`config.mk`:
```
export PLATFORM = sky130hd
export DESIGN_NAME = fifo_flags
export DESIGN_NICKNAME = d
export VERILOG_FILES = /design/src/rtl/fifo_flags.sv
export SDC_FILE = /design/constraint.sdc
export NUM_CORES = 1
export LEC_CHECK = 0
export CAP_MARGIN = 40
export CORE_UTILIZATION = 62
export CTS_CLUSTER_DIAMETER = 60
export DETAILED_ROUTE_END_ITERATION = 10
export PLACE_DENSITY = 0.84
export SKIP_LAST_GASP = 1
export SYNTH_ARGS = -nofsm -noshare
export SYNTH_HDL_FRONTEND = slang
export SYNTH_SLANG_ARGS = --single-unit
```
`constraint.sdc`:
```
create_clock -name clk -period 8.02 [get_ports clk]
set_input_delay 0.802 -clock clk [delete_from_list [all_inputs] [get_ports clk]]
set_output_delay 0.802 -clock clk [all_outputs]
set_load 0.02 [all_outputs]
```
`src/rtl/fifo_flags.sv`:
```
// Show-ahead synchronous FIFO with arbitrary depth, occupancy count, almost flags and
// overflow/underflow reporting. Define FIFO_STICKY_ERR_EN to hold error flags until reset.
module fifo_flags #(
  parameter int unsigned WIDTH  = 8,
  parameter int unsigned DEPTH  = 8,
  parameter int unsigned CNTWID = $clog2(DEPTH + 1),
  parameter int unsigned AF_LVL = DEPTH - 1,
  parameter int unsigned AE_LVL = 1
) (
  input  logic              clk,
  input  logic              rst,
  input  logic              push,
  input  logic              pop,
  input  logic [WIDTH-1:0]  data_in,
  output logic [WIDTH-1:0]  data_out,
  output logic              full,
  output logic              empty,
  output logic              almost_full,
  output logic              almost_empty,
  output logic [CNTWID-1:0] count,
  output logic              overflow,
  output logic              underflow
);

  localparam int unsigned PtrW = (DEPTH > 1) ? $clog2(DEPTH) : 1;
  localparam logic [PtrW-1:0] LastPtr = PtrW'(DEPTH - 1);

  logic [WIDTH-1:0]  mem_q [DEPTH];
  logic [PtrW-1:0]   wr_ptr_q, wr_ptr_d;
  logic [PtrW-1:0]   rd_ptr_q, rd_ptr_d;
  logic [CNTWID-1:0] count_q, count_d;
  logic              overflow_q, overflow_d;
  logic              underflow_q, underflow_d;
  logic              push_ok, pop_ok, push_rej, pop_rej;

  // Flags come from registered count only, never from this cycle's requests.
  assign full         = (count_q == CNTWID'(DEPTH));
  assign empty        = (count_q == '0);
  assign almost_full  = (count_q >= CNTWID'(AF_LVL));
  assign almost_empty = (count_q <= CNTWID'(AE_LVL));
  assign count        = count_q;
  assign overflow     = overflow_q;
  assign underflow    = underflow_q;
  assign data_out     = mem_q[rd_ptr_q];

  always_comb begin
    push_ok  = push & (~full | pop);
    pop_ok   = pop & ~empty;
    push_rej = push & ~push_ok;
    pop_rej  = pop & empty;

    wr_ptr_d = wr_ptr_q;
    if (push_ok) begin
      wr_ptr_d = (wr_ptr_q == LastPtr) ? '0 : wr_ptr_q + 1'b1;
    end

    rd_ptr_d = rd_ptr_q;
    if (pop_ok) begin
      rd_ptr_d = (rd_ptr_q == LastPtr) ? '0 : rd_ptr_q + 1'b1;
    end

    count_d = count_q;
    case ({push_ok, pop_ok})
      2'b10:   count_d = count_q + 1'b1;
      2'b01:   count_d = count_q - 1'b1;
      default: count_d = count_q;
    endcase

`ifdef FIFO_STICKY_ERR_EN
    overflow_d  = overflow_q | push_rej;
    underflow_d = underflow_q | pop_rej;
`else
    overflow_d  = push_rej;
    underflow_d = pop_rej;
`endif
  end

  always_ff @(posedge clk or negedge rst) begin
    if (!rst) begin
      wr_ptr_q    <= '0;
      rd_ptr_q    <= '0;
      count_q     <= '0;
      overflow_q  <= 1'b0;
      underflow_q <= 1'b0;
    end else begin
      wr_ptr_q    <= wr_ptr_d;
      rd_ptr_q    <= rd_ptr_d;
      count_q     <= count_d;
      overflow_q  <= overflow_d;
      underflow_q <= underflow_d;
    end
  end

  // When full with push and pop, the write lands in the slot being vacated; data_out
  // still shows the old head until the edge.
  always_ff @(posedge clk or negedge rst) begin
    if (!rst) begin
      for (int i = 0; i < int'(DEPTH); i++) begin
        mem_q[i] <= '0;
      end
    end else if (push_ok) begin
      mem_q[wr_ptr_q] <= data_in;
    end
  end

endmodule

```
# Word level (Yosys, flattened, before mapping)
# Index checks and enable logic that the tools add are counted.
[classes] n_addsub=4 order_cmp=5 n_eq_ne=5 mux=9 bitwise=10 reduce_logical=3
[op_table] operator="bitwise mux 64 bit" n=1
[op_table] operator="binary-select mux 8 bit (select 3 bit)" n=1
[op_table] operator="demux 8 bit (select 3 bit)" n=1
[op_table] operator="2-to-1 mux 8 bit" n=3
[op_table] operator="greater-or-equal comparator 4 bit (second input constant)" n=2
[op_table] operator="inverter 3 -> 4 bit" n=2
[op_table] operator="one-hot mux 4 bit (2 select lines)" n=1
[op_table] operator="adder 3 x 1 -> 3 bit (second input constant)" n=2
[op_table] operator="equality test 3 bit (second input constant)" n=2
[op_table] operator="2-to-1 mux 3 bit" n=2
[op_table] operator="adder 4 x 1 -> 4 bit (second input constant)" n=1
[op_table] operator="AND 1 bit" n=4
[op_table] operator="equality test 4 bit (second input constant)" n=1
[op_table] operator="greater-or-equal comparator 4 x 3 -> 1 bit (second input constant)" n=1
[op_table] operator="<= comparator 4 x 1 -> 1 bit (second input constant)" n=1
[op_table] operator="zero test 4 bit" n=1
[op_table] operator="< comparator 4 x 1 -> 1 bit (second input constant)" n=1
[op_table] operator="subtractor 4 x 1 -> 4 bit (second input constant)" n=1
[op_table] operator="inverter 1 bit" n=3
[op_table] operator="equality test 2 x 1 -> 1 bit (second input constant)" n=1
[op_table] operator="equality test 2 bit (second input constant)" n=1
[op_table] operator="nonzero test 2 bit" n=1
[op_table] operator="logical AND 1 bit" n=1
[op_table] operator="OR 1 bit" n=1
[word_totals] ff_bits=76 out_inout_bits=18

# Longest topological paths before layout
[logic_depth] depth_word=6 ltp_mapped=9 ltp_nobuf=9

# Least setup slack after synthesis
# OpenSTA, ideal clock, no wires.
[synth_path] kind="input port to flip-flop" start="in pop" end="reg count_q[3] (netlist: count[3])" setup_ps=80 arrival_time_ps=2604 slack_ps=5336 path_stages=7 path_cell_list="nor4bb_1 > buf_6 > nand2b_1 > ha_1 > or4b_2 > a21oi_1 > xor2_1"
[synth_between] elab_chain_cells=4
[synth_rtl] element="start, declared" line_no="13" source="input logic pop,"
[synth_rtl] element="OR 1 bit" line_no="47" source="push_ok = push & (~full | pop);"
[synth_rtl] element="AND 1 bit" line_no="47"
[synth_rtl] element="equality test 2 x 1 -> 1 bit / equality test 2 bit (equally long branches)" line_no="63" source="case ({push_ok, pop_ok})"
[synth_rtl] element="one-hot mux 4 bit (2 select lines) / nonzero test 2 bit (equally long branches)"
[synth_rtl] element="end signal, assigned" line_no="88" source="count_q <= count_d;"
[synth_rtl] element="end, declared" line_no="31" source="logic [CNTWID-1:0] count_q, count_d;"
# Several ways; a longest one is shown, not always the timed one.
# A chain may end at the register's enable or synchronous reset.

# Final worst setup path
[layout_path] start="reg rd_ptr_q[1]" end="out data_out[0]"
[layout_between] elab_chain_cells=4
[layout_rtl] element="start, declared" line_no="30" source="logic [PtrW-1:0] rd_ptr_q, rd_ptr_d;"
[layout_rtl] element="start signal, assigned" line_no="87" source="rd_ptr_q <= rd_ptr_d;"
[layout_rtl] element="inverter 3 -> 4 bit (not written as such)" line_no="44" source="assign data_out = mem_q[rd_ptr_q];"
[layout_rtl] element="binary-select mux 8 bit (select 3 bit)" line_no="44"
[layout_rtl] element="2-to-1 mux 8 bit (not written as such) (2 in series)" line_no="44"
[layout_rtl] element="end, declared" line_no="15" source="output logic [WIDTH-1:0] data_out,"
# No other way between the ends. The select of a mux whose other input is x is not followed.

==> impl_results.rst <==
.. list-table::
   :header-rows: 1

   * - Metric
     - Value
   * - Layout Utilization
     - 74.8%
   * - Sink count of the clock tree
     - 76
   * - Worst-case clock skew
     - 0.00687 ns
   * - Type of origin of the critical path
     - register
   * - H-tree depth reported by CTS
     - 3
   * - Clock tree from TritonCTS
     - built
   * - Number of standard cells after synthesis
     - 228
   * - Top achievable clock speed
     - 0.305 GHz
   * - Critical Path RT
     - 7.22 ns
   * - Setup repair after global routing missed its margin
     - no
   * - Classification of the worst-slack hold path
     - in -> async
   * - Area used by multi-input combinational logic
     - 0.00168 mm^2
   * - Synthesis warning total
     - 0
   * - Worst r2r src
     - count[0]$_DFFE_PN0P_
   * - Setup Buffers After CTS
     - 0
   * - Number of global-route vias before repair
     - 2129
   * - Mean Syn Cell Area
     - 16.1 um^2
   * - Lkg Pwr
     - 1.83 nW
   * - Sequential cell area fraction in the yosys report
     - 51.9%
   * - Maximum net fanout on the critical path
     - 13
   * - Fillers
     - 352
   * - Status
     - complete, no violations
   * - Area growth syn-to-layout
     - 14.4%
   * - DRC errors left
     - 0
   * - Dominant register cell in the synthesized netlist
     - sky130_fd_sc_hd__dfrtp_1
   * - All-Layer GR Usage
     - 25.6%
   * - Portion of netlist area occupied by mux cells
     - 35.7%
   * - RePlAce Congestion
     - 0.796
   * - XOR/XNOR Fraction of Synth Area
     - 0.955%
   * - DP HPWL
     - 4420 um
   * - Sequential Area
     - 0.00190 mm^2
   * - CP endpoint kind
     - output pin
   * - Pre-Repair DR Iteration Count
     - 4
   * - Initial antenna violation count
     - 0
   * - Final-layout setup total negative slack
     - 0 ns
   * - Main combinational cell family by area after synthesis
     - multiplexers
   * - Inserted Clock Buffers
     - 9
   * - Number of enable-type register cells in the synthesized netlist
     - 0
   * - Vert. Die Dim
     - 78.9 um
   * - Register bit count reported by yosys
     - 76
   * - Avg Vias per Cell
     - 6.00
   * - Number of placed instances, taps included
     - 321
   * - Register clock-pin slew on the reported worst setup and hold paths
     - 0.07 ns
   * - Effective utilization at floorplan
     - 65.4%
   * - Number of buffers on the longest clock path
     - 2
   * - Antenna diode instance count
     - 0
   * - Number of instances resized during post-cts repair
     - 0
   * - Total power divided by cell area
     - 442 mW/mm^2
   * - Total detailed-routing wirelength
     - 6850 um
   * - Reg-to-Reg End
     - count[3]$_DFFE_PN0P_
   * - Synthesized-area fraction occupied by ao, oa, aoi and oai cells
     - 0.478%
   * - Register-to-Register Path Depth
     - 8
   * - Number of hold buffers added after CTS
     - 0
   * - Power after layout
     - 0.00186 W
   * - Number of different library cells in the post-synthesis netlist
     - 32
   * - Total standard cell area after synthesis
     - 0.00367 mm^2
   * - Number of failing setup endpoints in the final timing report
     - 0
   * - Smallest hold slack
     - 0.383 ns
   * - Measured slew at the worst slew-check pin
     - 0.900 ns
   * - Routed len/inst
     - 20.5 um
   * - Pins over their slew limit
     - 0
   * - Async set or reset register ratio after synthesis
     - 100%
   * - Setup slack, reg-to-reg
     - 5.28 ns
   * - Port Buffers
     - 29
   * - First-pass GRT wire length
     - 11400 um
   * - Adder-Cell Fraction of Synth Area
     - 2.73%
   * - Number of antenna-violating nets in the routed design
     - 0
   * - Fraction of final layout cells sized beyond drive strength 1
     - 44.9%
   * - Total overflow reported by the global router
     - 0
   * - Vias
     - 2011
   * - Die area
     - 0.00623 mm^2
   * - Number of DRC markers in iteration 0
     - 104
   * - Time the worst path needs with I/O delays and setup
     - 3.28 ns
   * - Critical Path AT
     - 2.47 ns
   * - Largest area contributor in the synthesized netlist
     - sky130_fd_sc_hd__dfrtp_1
   * - Fin nets
     - 280
   * - Cell types occupying the most area after synthesis
     - sky130_fd_sc_hd__dfrtp_1 52%, sky130_fd_sc_hd__mux2_2 19%, sky130_fd_sc_hd__mux4_2 9.8%
   * - Final std cells w/o fill
     - 335
   * - Share of synthesized cell area in and, or, nand and nor gates
     - 5.90%
   * - Post-Syn Nets
     - 248
   * - Horizontal die dimension
     - 78.9 um
   * - Ports placed on the boundary
     - 30
   * - Post-route clock period utilization
     - 40.8%
   * - CORE AREA
     - 0.00561 mm^2
   * - Pin count of the biggest net entering global routing
     - 66
   * - Worst max-slew margin expressed relative to the limit
     - 39.6%
   * - Maximum resistive drop on vdd
     - 0.258 mV
   * - Class of the most critical setup path
     - reg -> out
   * - Final hold vios
     - 0
   * - Max-cap viol count
     - 0
   * - Worst-skew pair later-pin latency
     - 0.34 ns
   * - Area fraction of the dominant cell type after synthesis
     - 51.9%
   * - Clock Tree Root
     - sky130_fd_sc_hd__clkbuf_8
   * - Number of core rows
     - 27
==> cell usage after synthesis, types with 2 or more instances <==
cell type / instances
sky130_fd_sc_hd__inv_1: 3
sky130_fd_sc_hd__mux2_4: 16
sky130_fd_sc_hd__ha_1: 8
sky130_fd_sc_hd__mux4_2: 16
sky130_fd_sc_hd__clkbuf_1: 3
sky130_fd_sc_hd__or4b_1: 2
sky130_fd_sc_hd__and2_1: 2
sky130_fd_sc_hd__nand2b_1: 3
sky130_fd_sc_hd__buf_2: 4
sky130_fd_sc_hd__dfrtp_1: 76
sky130_fd_sc_hd__xnor2_1: 2
sky130_fd_sc_hd__buf_6: 3
sky130_fd_sc_hd__or4_1: 2
sky130_fd_sc_hd__nor2_1: 4
sky130_fd_sc_hd__nor3_2: 2
sky130_fd_sc_hd__nand2_1: 3
sky130_fd_sc_hd__mux2_2: 62
sky130_fd_sc_hd__nor4b_4: 2
sky130_fd_sc_hd__xor2_1: 2
==> stage by stage <==
| stage | setup WS (ns) | cell area [um^2] |
|---|---|---|
| after detailed placement | 4.81 | 4040 |
| after floorplan | 5.34 | 3670 |
| after CTS | 4.71 | 4200 |
| after global placement | 4.28 | 3980 |
| final | 4.74 | 4200 |
| after global routing | 4.63 | 4200 |
==> how the worst max path moves through the flow <==
stage | end | cells past startpoint | slack [ns] | startpoint
global placement | count[3]$_DFFE_PN0P_ | 7 | 4.28 | pop
global route | data_out[2] | 4 | 4.63 | rd_ptr_q[1]$_DFFE_PN0P_
floorplan | count[3]$_DFFE_PN0P_ | 7 | 5.34 | pop
detailed placement | count[3]$_DFFE_PN0P_ | 7 | 4.81 | pop
CTS | data_out[2] | 4 | 4.71 | rd_ptr_q[1]$_DFFE_PN0P_
finish | data_out[0] | 4 | 4.74 | rd_ptr_q[1]$_DFFE_PN0P_
==> per-layer routing <==
layer,share of wire (%),up-vias,GRT usage [%]
met4,1.7,0,12.5
met5,0,-,0
met2,48,39,37.9
met1,46,1053,36.6
li1,-,910,-
met3,4.3,9,4.83
==> sequential cells by signal, summed over array words and instances (netlist names) <==
signal / cells
underflow: 1
rd_ptr_q: 3
overflow: 1
count: 4
mem_q: 64
wr_ptr_q: 3
==> area by class of cell <==
cell class | count | area share [%]
multi-input cells | 137 | 40.1
flip-flops and latches | 76 | 45.3
inverters | 3 | 0.268
clock inverters | 3 | 0.358
repair buffers | 33 | 8.41
well taps | 72 | 2.15
clock buffers | 11 | 3.37
==> placed cells by master, fill, tap and decap left out, types with 2 or more instances in the layout <==
| master | n |
|---|---|
| sky130_fd_sc_hd__buf_2 | 2 |
| sky130_fd_sc_hd__inv_1 | 3 |
| sky130_fd_sc_hd__buf_16 | 2 |
| sky130_fd_sc_hd__nand2_1 | 3 |
| sky130_fd_sc_hd__clkdlybuf4s50_1 | 28 |
| sky130_fd_sc_hd__nand2b_1 | 3 |
| sky130_fd_sc_hd__clkinv_2 | 3 |
| sky130_fd_sc_hd__dfrtp_1 | 76 |
| sky130_fd_sc_hd__ha_1 | 8 |
| sky130_fd_sc_hd__clkbuf_8 | 10 |
| sky130_fd_sc_hd__or4b_1 | 2 |
| sky130_fd_sc_hd__and2_1 | 2 |
| sky130_fd_sc_hd__nor2_1 | 4 |
| sky130_fd_sc_hd__mux4_2 | 16 |
| sky130_fd_sc_hd__nor4b_4 | 2 |
| sky130_fd_sc_hd__xor2_1 | 2 |
| sky130_fd_sc_hd__mux2_4 | 16 |
| sky130_fd_sc_hd__xnor2_1 | 2 |
| sky130_fd_sc_hd__or4_1 | 2 |
| sky130_fd_sc_hd__mux2_2 | 62 |
| sky130_fd_sc_hd__nor3_2 | 2 |
==> power breakdown <==
part	internal (W)	switching (W)
clock network	0.000116	0.000133
registers	0.000575	0.000159
logic	0.000551	0.000322
total	0.00124	0.000614
==> critical path: stages, from the launching register on <==
cell	delay (ns)
sky130_fd_sc_hd__dfrtp_1	0.58
sky130_fd_sc_hd__buf_16	0.21
sky130_fd_sc_hd__mux4_2	0.53
sky130_fd_sc_hd__mux2_2	0.27
sky130_fd_sc_hd__clkdlybuf4s50_1	0.53
==> kinds of logic after synthesis <==
family	Yosys count
fa+ha+maj	8
simple gates	27
flops	76
mux	95
xor+xnor	4
compound gates	3
buf+inv	15
(Power assumes the default switching activity.)
